$ cat src/rtl/ex_wb_stage.sv
// ex_wb_stage
// EX/WB pipeline latch, write-back mux and 8 x 8-bit register file for the
// 8-bit pipelined core.
//
// Ports
//   clk, reset          : clock and synchronous active-high reset
//   stall               : freeze the latch and suppress the commit this cycle
//   flush               : load a bubble into the latch (wins over stall)
//   signaltoReg_in      : write-back source, 0 = sum_in, 1 = extensor_in
//   writeReg_in         : instruction writes a register
//   rd_in               : destination register
//   sum_in, extensor_in : EX-stage results
//   rs1_addr, rs2_addr  : ID-stage read addresses
//   rs1_data, rs2_data  : combinational read data (with write-through bypass)
//   ex_wb_rd            : destination of the pending write, 0 if none
//   forward_data        : value of the pending write, 0 if none
//   wb_count            : committed register writes, modulo 256
module ex_wb_stage (
  input  logic       clk,
  input  logic       reset,
  input  logic       stall,
  input  logic       flush,
  input  logic       signaltoReg_in,
  input  logic       writeReg_in,
  input  logic [2:0] rd_in,
  input  logic [7:0] sum_in,
  input  logic [7:0] extensor_in,
  input  logic [2:0] rs1_addr,
  input  logic [2:0] rs2_addr,
  output logic [7:0] rs1_data,
  output logic [7:0] rs2_data,
  output logic [2:0] ex_wb_rd,
  output logic [7:0] forward_data,
  output logic [7:0] wb_count
);

  // EX/WB latch
  logic       l_wen_reg, l_wen_next;
  logic       l_sel_reg, l_sel_next;
  logic [2:0] l_rd_reg,  l_rd_next;
  logic [7:0] l_sum_reg, l_sum_next;
  logic [7:0] l_ext_reg, l_ext_next;

  logic [7:0] wb_count_reg;
  logic [7:0] regs_reg [8];

  logic [7:0] wb_data;
  logic       pend;
  logic       commit;

  assign wb_data = l_sel_reg ? l_ext_reg : l_sum_reg;
  // A write to x0 is never pending, which also keeps it out of the count.
  assign pend    = l_wen_reg && (l_rd_reg != 3'd0);
  assign commit  = pend && !stall;

  always_comb begin
    l_wen_next = l_wen_reg;
    l_sel_next = l_sel_reg;
    l_rd_next  = l_rd_reg;
    l_sum_next = l_sum_reg;
    l_ext_next = l_ext_reg;
    if (flush) begin
      l_wen_next = 1'b0;
      l_sel_next = 1'b0;
      l_rd_next  = 3'd0;
      l_sum_next = 8'd0;
      l_ext_next = 8'd0;
    end else if (!stall) begin
      l_wen_next = writeReg_in;
      l_sel_next = signaltoReg_in;
      l_rd_next  = rd_in;
      l_sum_next = sum_in;
      l_ext_next = extensor_in;
    end
  end

  always_ff @(posedge clk) begin
    if (reset) begin
      l_wen_reg <= 1'b0;
      l_sel_reg <= 1'b0;
      l_rd_reg  <= 3'd0;
      l_sum_reg <= 8'd0;
      l_ext_reg <= 8'd0;
    end else begin
      l_wen_reg <= l_wen_next;
      l_sel_reg <= l_sel_next;
      l_rd_reg  <= l_rd_next;
      l_sum_reg <= l_sum_next;
      l_ext_reg <= l_ext_next;
    end
  end

  // The commit uses the pre-edge latch, so a flush on the same edge only
  // affects what gets loaded, not the write that is leaving.
  always_ff @(posedge clk) begin
    if (reset) begin
      for (int i = 0; i < 8; i++) begin
        regs_reg[i] <= 8'd0;
      end
      wb_count_reg <= 8'd0;
    end else if (commit) begin
      regs_reg[l_rd_reg] <= wb_data;
      wb_count_reg       <= wb_count_reg + 8'd1;
    end
  end

  // Two identical read ports.
  logic [2:0] rd_addr [2];
  logic [7:0] rd_data [2];

  assign rd_addr[0] = rs1_addr;
  assign rd_addr[1] = rs2_addr;

  genvar gi;
  generate
    for (gi = 0; gi < 2; gi++) begin : g_read_port
      assign rd_data[gi] = (rd_addr[gi] == 3'd0)                ? 8'd0    :
                           (commit && (rd_addr[gi] == l_rd_reg)) ? wb_data :
                                                                   regs_reg[rd_addr[gi]];
    end
  endgenerate

  assign rs1_data     = rd_data[0];
  assign rs2_data     = rd_data[1];
  assign ex_wb_rd     = pend ? l_rd_reg : 3'd0;
  assign forward_data = pend ? wb_data  : 8'd0;
  assign wb_count     = wb_count_reg;

endmodule

$ cat config.mk
export PLATFORM = sky130hd
export DESIGN_NAME = ex_wb_stage
export DESIGN_NICKNAME = d
export VERILOG_FILES = /design/src/rtl/ex_wb_stage.sv
export SDC_FILE = /design/constraint.sdc
export NUM_CORES = 1
export LEC_CHECK = 0
export CORE_ASPECT_RATIO = 0.9
export CORE_MARGIN = 5
export CORE_UTILIZATION = 52
export CTS_BUF_LIST = sky130_fd_sc_hd__clkbuf_4
export CTS_CLUSTER_SIZE = 20
export DETAILED_ROUTE_END_ITERATION = 8
export PLACE_DENSITY = 0.79
export SYNTH_ARGS = -nofsm -noshare
export SYNTH_HDL_FRONTEND = slang
export SYNTH_SLANG_ARGS = --single-unit
$ cat constraint.sdc
create_clock -name clk -period 1.9 [get_ports clk]
set_input_delay 0.285 -clock clk [delete_from_list [all_inputs] [get_ports clk]]
set_output_delay 0.285 -clock clk [all_outputs]
set_load 0.005 [all_outputs]
==> results of run 1 <==
[per-stage QoR]
step / utilization [%] / TNS [ns] / worst slack, ns
finish: 74.0 / -7.65 / -0.457
global route: 74.0 / -9.12 / -0.513
CTS: 72.2 / -8.16 / -0.439
detailed placement: 67.5 / -23.01 / -1.03
global placement: 67.5 / -19.61 / -0.962
floorplan: - / 0 / 0.0526
[cell usage in the layout (no fill, tap or decap), types with 11 or more instances in the layout]
| cell type | n |
|---|---|
| sky130_fd_sc_hd__edfxtp_1 | 64 |
| sky130_fd_sc_hd__nor2_1 | 93 |
| sky130_fd_sc_hd__a21oi_2 | 14 |
| sky130_fd_sc_hd__buf_12 | 15 |
| sky130_fd_sc_hd__clkbuf_4 | 11 |
| sky130_fd_sc_hd__buf_4 | 63 |
| sky130_fd_sc_hd__clkdlybuf4s50_1 | 37 |
| sky130_fd_sc_hd__mux4_2 | 32 |
| sky130_fd_sc_hd__dfxtp_1 | 24 |
| sky130_fd_sc_hd__buf_2 | 17 |
| sky130_fd_sc_hd__mux2i_1 | 30 |
| sky130_fd_sc_hd__buf_6 | 11 |
| sky130_fd_sc_hd__a211oi_2 | 12 |
[power groups by stage]
stage / combinational, mW / clock [mW] / sequential (mW)
4_1_cts: 0.718 / 1.12 / 2.26
5_1_grt: 0.800 / 1.21 / 2.27
2_1_floorplan: 0.355 / 0 / 2.29
3_3_place_gp: 0.650 / 0 / 2.31
3_5_place_dp: 0.668 / 0 / 2.31
6_report: 0.763 / 1.11 / 2.27
[routing by layer]
metal | global-route usage [%] | vias up
met3 | 3.70 | 51
met5 | 0 | -
met1 | 30.5 | 1874
met4 | 11.9 | 0
met2 | 42.9 | 249
li1 | - | 1706
[how the worst max path moves through the flow]
stage,depth (start not counted),from,end
global route,8,l_rd_reg[0]$_SDFFE_PP0N_,rs2_data[1]
floorplan,6,rs1_addr[0],rs1_data[0]
CTS,6,l_rd_reg[0]$_SDFFE_PP0N_,rs2_data[1]
global placement,10,rs2_addr[0],rs2_data[7]
detailed placement,10,rs2_addr[0],rs2_data[7]
finish,8,l_rd_reg[0]$_SDFFE_PP0N_,rs2_data[6]
[area by class of cell]
type	instances	area, um^2
Clock buffer	11	82.6
Multi-Input combinational cell	269	2420
Tap cell	122	153
Fill cell	584	2370
Clock inverter	5	60.1
Timing Repair Buffer	156	1520
Sequential cell	93	2520
[synth_stat cells, types with 2 or more instances]
library cell               count  area (um^2)
sky130_fd_sc_hd__dfxtp_1      29          581
sky130_fd_sc_hd__nor3_1        2         10.0
sky130_fd_sc_hd__buf_4         2         15.0
sky130_fd_sc_hd__xor2_1       11         96.3
sky130_fd_sc_hd__edfxtp_1     64         1920
sky130_fd_sc_hd__nand4_1       5         31.3
sky130_fd_sc_hd__nor2_1       95          357
sky130_fd_sc_hd__and2_4        3         26.3
sky130_fd_sc_hd__mux2i_1      30          300
sky130_fd_sc_hd__mux4_2       32          721
sky130_fd_sc_hd__nand3_1       3         15.0
sky130_fd_sc_hd__clkbuf_1     10         37.5
sky130_fd_sc_hd__nand2_1       5         18.8
sky130_fd_sc_hd__mux2_2       16          180
sky130_fd_sc_hd__buf_1         2         7.51
sky130_fd_sc_hd__a211oi_1     16          120
sky130_fd_sc_hd__a21oi_1      16         80.1
sky130_fd_sc_hd__nand2b_1      7         43.8
sky130_fd_sc_hd__and2_1        5         31.3
sky130_fd_sc_hd__nor3_2        2         20.0
sky130_fd_sc_hd__buf_6         8         90.1
sky130_fd_sc_hd__buf_2         6         30.0
sky130_fd_sc_hd__nor2b_1       3         18.8
[repair_timing]
action                     4_1_cts  5_1_grt
setup endpoints to repair       26       25
resized for setup              126       27
hold endpoints to repair         0        0
gates cloned                     2        0
hold buffers                     0        0
pin swaps                       14        9
setup buffers                   17        8
[worst max-delay path, delay by kind of cell, from the launching register on]
family	cells	cell delay, ns
buf+inv	4	0.58
flops	1	0.39
xor+xnor	1	0.16
simple gates	1	0.23
compound gates	2	0.29
[cells by family (layout without fill, tap and decap cells)]
kind of cell,count (synthesis),count (layout)
xor+xnor,12,12
mux,79,79
flops,93,93
other cells,1,8
compound gates,32,32
fa+ha+maj,1,1
simple gates,137,137
buf+inv,28,172
==> metrics.sh, run 1 <==
R2R_SLACK_NS=0.16
POST_SYNTH_XOR_AREA_FRACTION_PCT=2.17
FINAL_DESIGN_AREA_NO_FILL_MM2=0.00675
INITIALDRTVIOLATIONCOUNT=414
WORSTHOLDPATHCELLS=3
SYNTH_WARNINGS=0
DP_CELLS=617
CRITPATHKIND='register to output pin'
P_SW_SHARE_PCT=25.4
CLOCK_POWER_SHARE_PCT=26.8
VIA_COUNT=3880
GRT_PASS1_WL_MM=21.4
FAILED_CHECKS='setup timing'
CLKLATENCYLATEPIN_NS=0.44
YS_SEQ_AREA_SHARE_PCT=51.6
H-TREE-DEPTH=3
CRIT_FANOUT=4
ROUTEDWLPERCELL_UM=21.2
TIMING.FINAL.CRIT_PERIOD_NS=2.36
PLACE_CONGESTION=0.908
ENDPOINT_KIND='output pin'
POST_SYNTH_INSTANCE_AREA_MM2=0.00485
CLKSINKCOUNT=93
LEAKAGEPOWER_nW=2.63
WIRELENGTH_MM=13.9
MET2_LENGTH_MM=6.95
WHS_NS=0.433
HOLD_VIOL=0
COMBINATIONALPOWERSHARE_PCT=18.4
NUMBER_OF_FLIP_FLOPS_UNDER_THE_LARGEST_REGISTER_NAME=64
PATH_CELLS='buf_12 > xor2_2 > nor3_2 > buf_4 > buf_4 > a21oi_2 > a211oi_1 > buf_2'
SYNTH-COMPOUND-AREA-SHARE_PCT=4.13
FINAL-MAX-SLEW-VIOLATION-COUNT=0
RR_ENDPOINT='wb_count[7]$_SDFFE_PP0P_'
SETUP_VIOLATIONS=24
GROUTE.USAGE.OVERALL_PCT=24.7
PORT-BUFFER-COUNT=65
INITIAL_ANTENNA_VIOLATION_COUNT=0
DPL-INSTANCE-AREA_MM2=0.00616
NUM_IO_PINS=66
POST_SYNTH_FA_HA_MAJ_AREA_FRACTION_PCT=0.258
DESIGN.FINAL.NETS=561
ACHIEVABLE-FREQUENCY_MHz=424
SEQ_CELLS_POST_SYNTH=93
LAYOUT-DRIVE-GT1-SHARE_PCT=41.9
SYN_TO_FINAL_GROWTH_PCT=39.3
R2R_CELLS=6
DIE_Y_UM=102
CTS_TREE='done'
CLOCKROOTBUFFER='sky130_fd_sc_hd__clkbuf_4'
WORSTHOLDPATHTYPE='primary input to register'
MAX_STAGE_DELAY_NS=0.39
SYNTH_MUX_AREA_SHARE_PCT=25.0
SYNTH_AREA_PER_CELL_UM2=12.7
GRT_REMAINING_OVERFLOW=0
PLACEMENT_ROW_COUNT=33
NUMBER_OF_FLOPS_MAPPED_TO_ENABLE_CELLS_BY_YOSYS=64
DRV.MAX_CAP_VIOLATION_COUNT=0
FIRST_PASS_ITERS=5
DIE_WIDTH_UM=112
GRT_PASS1_VIAS=4030
HP-START='sum_in[0]'
DRTANTENNAVIOLNETS=0
SYNTH_TOP_FAMILY_BY_AREA='multiplexers'
IR_DROP_mV=0.398
POWER_SHARE_OF_THE_SEQUENTIAL_GROUP_PCT=54.7
POWER_PER_CELL_AREA_mW_PER_MM2=613
YOSYS.CELL_TYPES.COUNT=34
POST-LAYOUT-TOTAL-POWER_mW=4.14
ROUTE.DETAILED.DRC=0
LAYOUT.CELLS.NON_FILLER=656
ANTENNADIODECOUNT=0
CP_DATA_ARRIVAL_TIME_NS=2.07
CRITPATHSLOWESTCELL='sky130_fd_sc_hd__dfxtp_4'
AVGVIACOUNTPERCELL=5.91
CLKTRANSATPATHREGS_NS=0.15
CP.REQUIRED_NS=1.62
CLOCKBUFFERDEPTH=2
MOST_FREQUENTLY_USED_FLOP_MASTER_AFTER_SYNTHESIS='sky130_fd_sc_hd__edfxtp_1'
CTS_BUFFERS=9
POST-ROUTE-WORST-SETUP-SLACK_NS=-0.457
FINAL.SETUP_SKEW_NS=0.0178
WL_MET3_MM=1.07
HIGHEST-SIGNAL-LAYER='met4'
PIN_COUNT_OF_THE_BIGGEST_NET_ENTERING_GLOBAL_ROUTING=25
WL_MET1_MM=5.36
PLACE.DETAILED.HPWL_MM=9.50
SYNTHESIS.INSTANCES=383
START_UTIL_PCT=53.1
CRITICAL_PATH.REG2REG.STARTPOINT='l_rd_reg[0]$_SDFFE_PP0N_'
FINAL_CYCLE_SHARE_PCT=124
RELSLEWSLACK_PCT=62.6
SYNTH_ASYNC_SR_FLOP_SHARE_PCT=0
DIE_AREA_MM2=0.0114
PLACEABLECOREAREA_MM2=0.00913
TIGHTEST_SLEW_NS=0.556
STATUS='finished with violations'
POWER_DISSIPATED_BY_SWITCHING_NET_LOADS_mW=1.05
RSZ0062_AT_GRT='yes'
CRITICAL-PATH-TOP-CELL-BY-COUNT='sky130_fd_sc_hd__buf_4'
TIMING.CRITICAL_PATH.FROM_TYPE='register'
YOSYS.AREA_SHARE.SIMPLE_PCT=13.0
INTPOWER_mW=3.09
WORST_HOLD_PATH.ENDPOINT='l_sum_reg[0]$_SDFFE_PP0N_'
No activity file was read; power rests on OpenSTA's default activity.
==> inputs of run 2 (changes only) <==
CAP_MARGIN = 20   (was not set)
GPL_TIMING_DRIVEN = 0   (was not set)
SLEW_MARGIN = 20   (was not set)
==> run 2 against run 1 <==
Critical path depth decreased by 3. Clock skew rose by 0.0098 ns. Non-clock buffer count is 40 lower. First-iteration DRC count down 19%. Sequential power hardly changed. Final cell count decreased by 6.1%. Core utilization is 3.8 points lower. Clock power about the same. The run still ends with setup timing left. Global-route usage decreased by 0.21 points. Die area did not move. Cell area is 5.1% lower.
==> metrics.sh, run 2 (same netlist as run 1, synthesis figures left out) <==
ANTENNADIODECOUNT=0  # unchanged
VIA_COUNT=3767  # was 3880
FINAL.SETUP_SKEW_NS=0.0276  # was 0.0178 ns
AVGVIACOUNTPERCELL=6.12  # was 5.91
POWER_PER_CELL_AREA_mW_PER_MM2=637  # was 613 mW/mm^2
TIMING.CRITICAL_PATH.FROM_TYPE='register'  # unchanged
FIRST_PASS_ITERS=5  # unchanged
DIE_AREA_MM2=0.0114  # unchanged
CLKTRANSATPATHREGS_NS=0.15  # about the same
TIGHTEST_SLEW_NS=0.971  # was 0.556 ns
WIRELENGTH_MM=14.3  # was 13.9 mm
SETUP_VIOLATIONS=24  # unchanged
CRITICAL_PATH_BUFFER_AND_INVERTER_COUNT=1  # was 4
PORT-BUFFER-COUNT=58  # was 65
LAYOUT.CELLS.MOST_COMMON='sky130_fd_sc_hd__nor2_1'  # unchanged
ACHIEVABLE-FREQUENCY_MHz=417  # was 424 MHz
PLACE_CONGESTION=0.860  # was 0.908
FAILED_CHECKS='setup timing'  # unchanged
PLACEABLECOREAREA_MM2=0.00913  # unchanged
CLOCKBUFFERDEPTH=2  # unchanged
GRT_PASS1_VIAS=3953  # was 4030
CP.REQUIRED_NS=1.62  # about the same
CTSHOLDBUFFERS=0  # unchanged
MAX_STAGE_DELAY_NS=0.53  # was 0.39 ns
FILLCELLCOUNT=627  # was 584
PLACE.DETAILED.HPWL_MM=8.55  # was 9.50 mm
GRT_PASS1_WL_MM=21.0  # was 21.4 mm
LEAKAGEPOWER_nW=2.38  # was 2.63 nW
CTS_BUFFERS=9  # unchanged
GROUTE.USAGE.OVERALL_PCT=24.5  # was 24.7%
NUM_IO_PINS=66  # unchanged
DRTANTENNAVIOLNETS=0  # unchanged
DIE_Y_UM=102  # unchanged
FINAL-MAX-SLEW-VIOLATION-COUNT=0  # unchanged
DRV.MAX_CAP_VIOLATION_COUNT=0  # unchanged
NUMBER_OF_FLIP_FLOPS_UNDER_THE_LARGEST_REGISTER_NAME=64  # unchanged
WORSTHOLDPATHTYPE='primary input to register'  # unchanged
INITIAL_ANTENNA_VIOLATION_COUNT=0  # unchanged
CRIT_FANOUT=2  # was 4
CLOCKROOTBUFFER='sky130_fd_sc_hd__clkbuf_4'  # unchanged
INITIALDRTVIOLATIONCOUNT=337  # was 414
PATH_CELLS='mux4_2 > mux2_4 > a21oi_2 > a211oi_2 > buf_2'  # was buf_12 > xor2_2 > nor3_2 > buf_4 > buf_4 > a21oi_2 > a211oi_1 > buf_2
ROUTE.DETAILED.DRC=0  # unchanged
IR_DROP_mV=0.408  # was 0.398 mV
LAYOUT-DRIVE-GT1-SHARE_PCT=42.9  # was 41.9%
CP_DATA_ARRIVAL_TIME_NS=2.11  # was 2.07 ns
CRITPATHSLOWESTCELL='sky130_fd_sc_hd__mux4_2'  # was sky130_fd_sc_hd__dfxtp_4
START_UTIL_PCT=53.1  # unchanged
CELL_FAMILY_WITH_MOST_CP_DELAY='multiplexers'  # was buffers and inverters
H-TREE-DEPTH=3  # unchanged
ENDPOINT_KIND='output pin'  # unchanged
CTS_TREE='done'  # unchanged
RELSLEWSLACK_PCT=34.9  # was 62.6%
FINAL_CYCLE_SHARE_PCT=126  # was 124%
ROUTEDWLPERCELL_UM=23.2  # was 21.2 um
CLKSINKCOUNT=93  # unchanged
DIE_WIDTH_UM=112  # unchanged
RSZ0062_AT_GRT='yes'  # unchanged
GRT_REMAINING_OVERFLOW=0  # unchanged
MOST-COMMON-LAYOUT-CELLS='93 x sky130_fd_sc_hd__nor2_1, 64 x sky130_fd_sc_hd__edfxtp_1, 32 x sky130_fd_sc_hd__mux4_2'  # was 93 x sky130_fd_sc_hd__nor2_1, 64 x sky130_fd_sc_hd__edfxtp_1, 63 x sky130_fd_sc_hd__buf_4
DESIGN.FINAL.NETS=521  # was 561
PLACEMENT_ROW_COUNT=33  # unchanged
CLKLATENCYLATEPIN_NS=0.47  # was 0.44 ns
WHS_NS=0.351  # was 0.433 ns
HOLD_VIOL=0  # unchanged
CRITPATHKIND='register to output pin'  # unchanged
SYN_TO_FINAL_GROWTH_PCT=32.1  # was 39.3%
FINAL_UTIL_PCT=70.2  # was 74.0%
STATUS='finished with violations'  # unchanged
POST-ROUTE-WORST-SETUP-SLACK_NS=-0.495  # was -0.457 ns
TIMING.FINAL.CRIT_PERIOD_NS=2.40  # was 2.36 ns
PIN_COUNT_OF_THE_BIGGEST_NET_ENTERING_GLOBAL_ROUTING=17  # was 25
run 2: changes by cell type in the layout (fill, tap and decap cells not counted), moves of 7 or more:
| cell | previous run | this run |
|---|---|---|
| sky130_fd_sc_hd__buf_12 | 15 | 3 |
| sky130_fd_sc_hd__buf_4 | 63 | 31 |
| sky130_fd_sc_hd__dlygate4sd2_1 | 7 | 0 |
| sky130_fd_sc_hd__mux2i_1 | 30 | 22 |
| sky130_fd_sc_hd__mux2i_4 | 0 | 8 |
| sky130_fd_sc_hd__nand2b_1 | 7 | 0 |
run 2: worst min-delay path: cells and delay by family:
| family | cells | cell delay [ns] |
|---|---|---|
| and+or+nand+nor | 1 | 0.09 |
| buffers and inverters | 1 | 0.23 |
| muxes | 1 | 0.18 |
run 2: per-layer routing:
layer  global-route usage (%)  wire [um]  vias up
met5                        0          0        -
met1                     30.6       5200     1840
met4                     12.3        629        0
met3                     4.36       1250       46
met2                     41.5       7200      252
li1                         -          -     1629
run 2: power by group:
group | internal [mW] | leakage [nW] | switching, mW
sequential | 2.22 | 0.901 | 0.0526
combinational | 0.360 | 1.40 | 0.335
clock | 0.419 | 0.0814 | 0.690
total | 3.00 | 2.38 | 1.08
run 2: through the flow:
step | power [mW] | setup slack (ns) | cells | TNS [ns] | area [um^2]
after floorplan | 2.65 | 0.0526 | 390 | 0 | 4870
after global placement | 2.86 | -0.929 | 570 | -47.79 | 5610
after detailed placement | 2.88 | -0.911 | 570 | -48.46 | 5620
after CTS | 4.01 | -0.437 | 608 | -7.82 | 6240
after global routing | 4.22 | -0.567 | 616 | -10.30 | 6400
final | 4.08 | -0.495 | 616 | -8.31 | 6400
run 2: cell type report:
type	instances	area, um^2	area share, %
Tap cell	122	153	2.38
Multi-Input combinational cell	269	2650	41.4
Timing Repair Buffer	95	802	12.5
Sequential cell	93	2520	39.4
Clock buffer	10	75.1	1.17
Clock inverter	6	62.6	0.977
Buffer	21	141	2.21
run 2: path summary, 6_finish.rpt:
check | cells after the start | start | slack (ns) | end
max | 5 | regs_reg[2][1]$_SDFFCE_PN0P_ | -0.50 | rs1_data[1]
min | 3 | stall | 0.35 | l_ext_reg[7]$_SDFFE_PP0N_
max reg2reg | 6 | l_rd_reg[0]$_SDFFE_PP0N_ | 0.07 | regs_reg[5][3]$_SDFFCE_PN0P_
min reg2reg | 2 | l_ext_reg[1]$_SDFFE_PP0N_ | 0.57 | l_ext_reg[1]$_SDFFE_PP0N_
run 2: timing repair:
item / CTS / global route
cloned: 1 / 0
pin swaps: 17 / 9
buffers inserted: 27 / 9
gates resized for setup: 160 / 49
endpoints found under the setup margin: 138 / 74
==> inputs of run 3 (changes only) <==
CTS_CLUSTER_SIZE = 16   (was 20)
==> results of run 3 <==
Same layout as run 2: the final DEF is identical, and so are final timing and power.
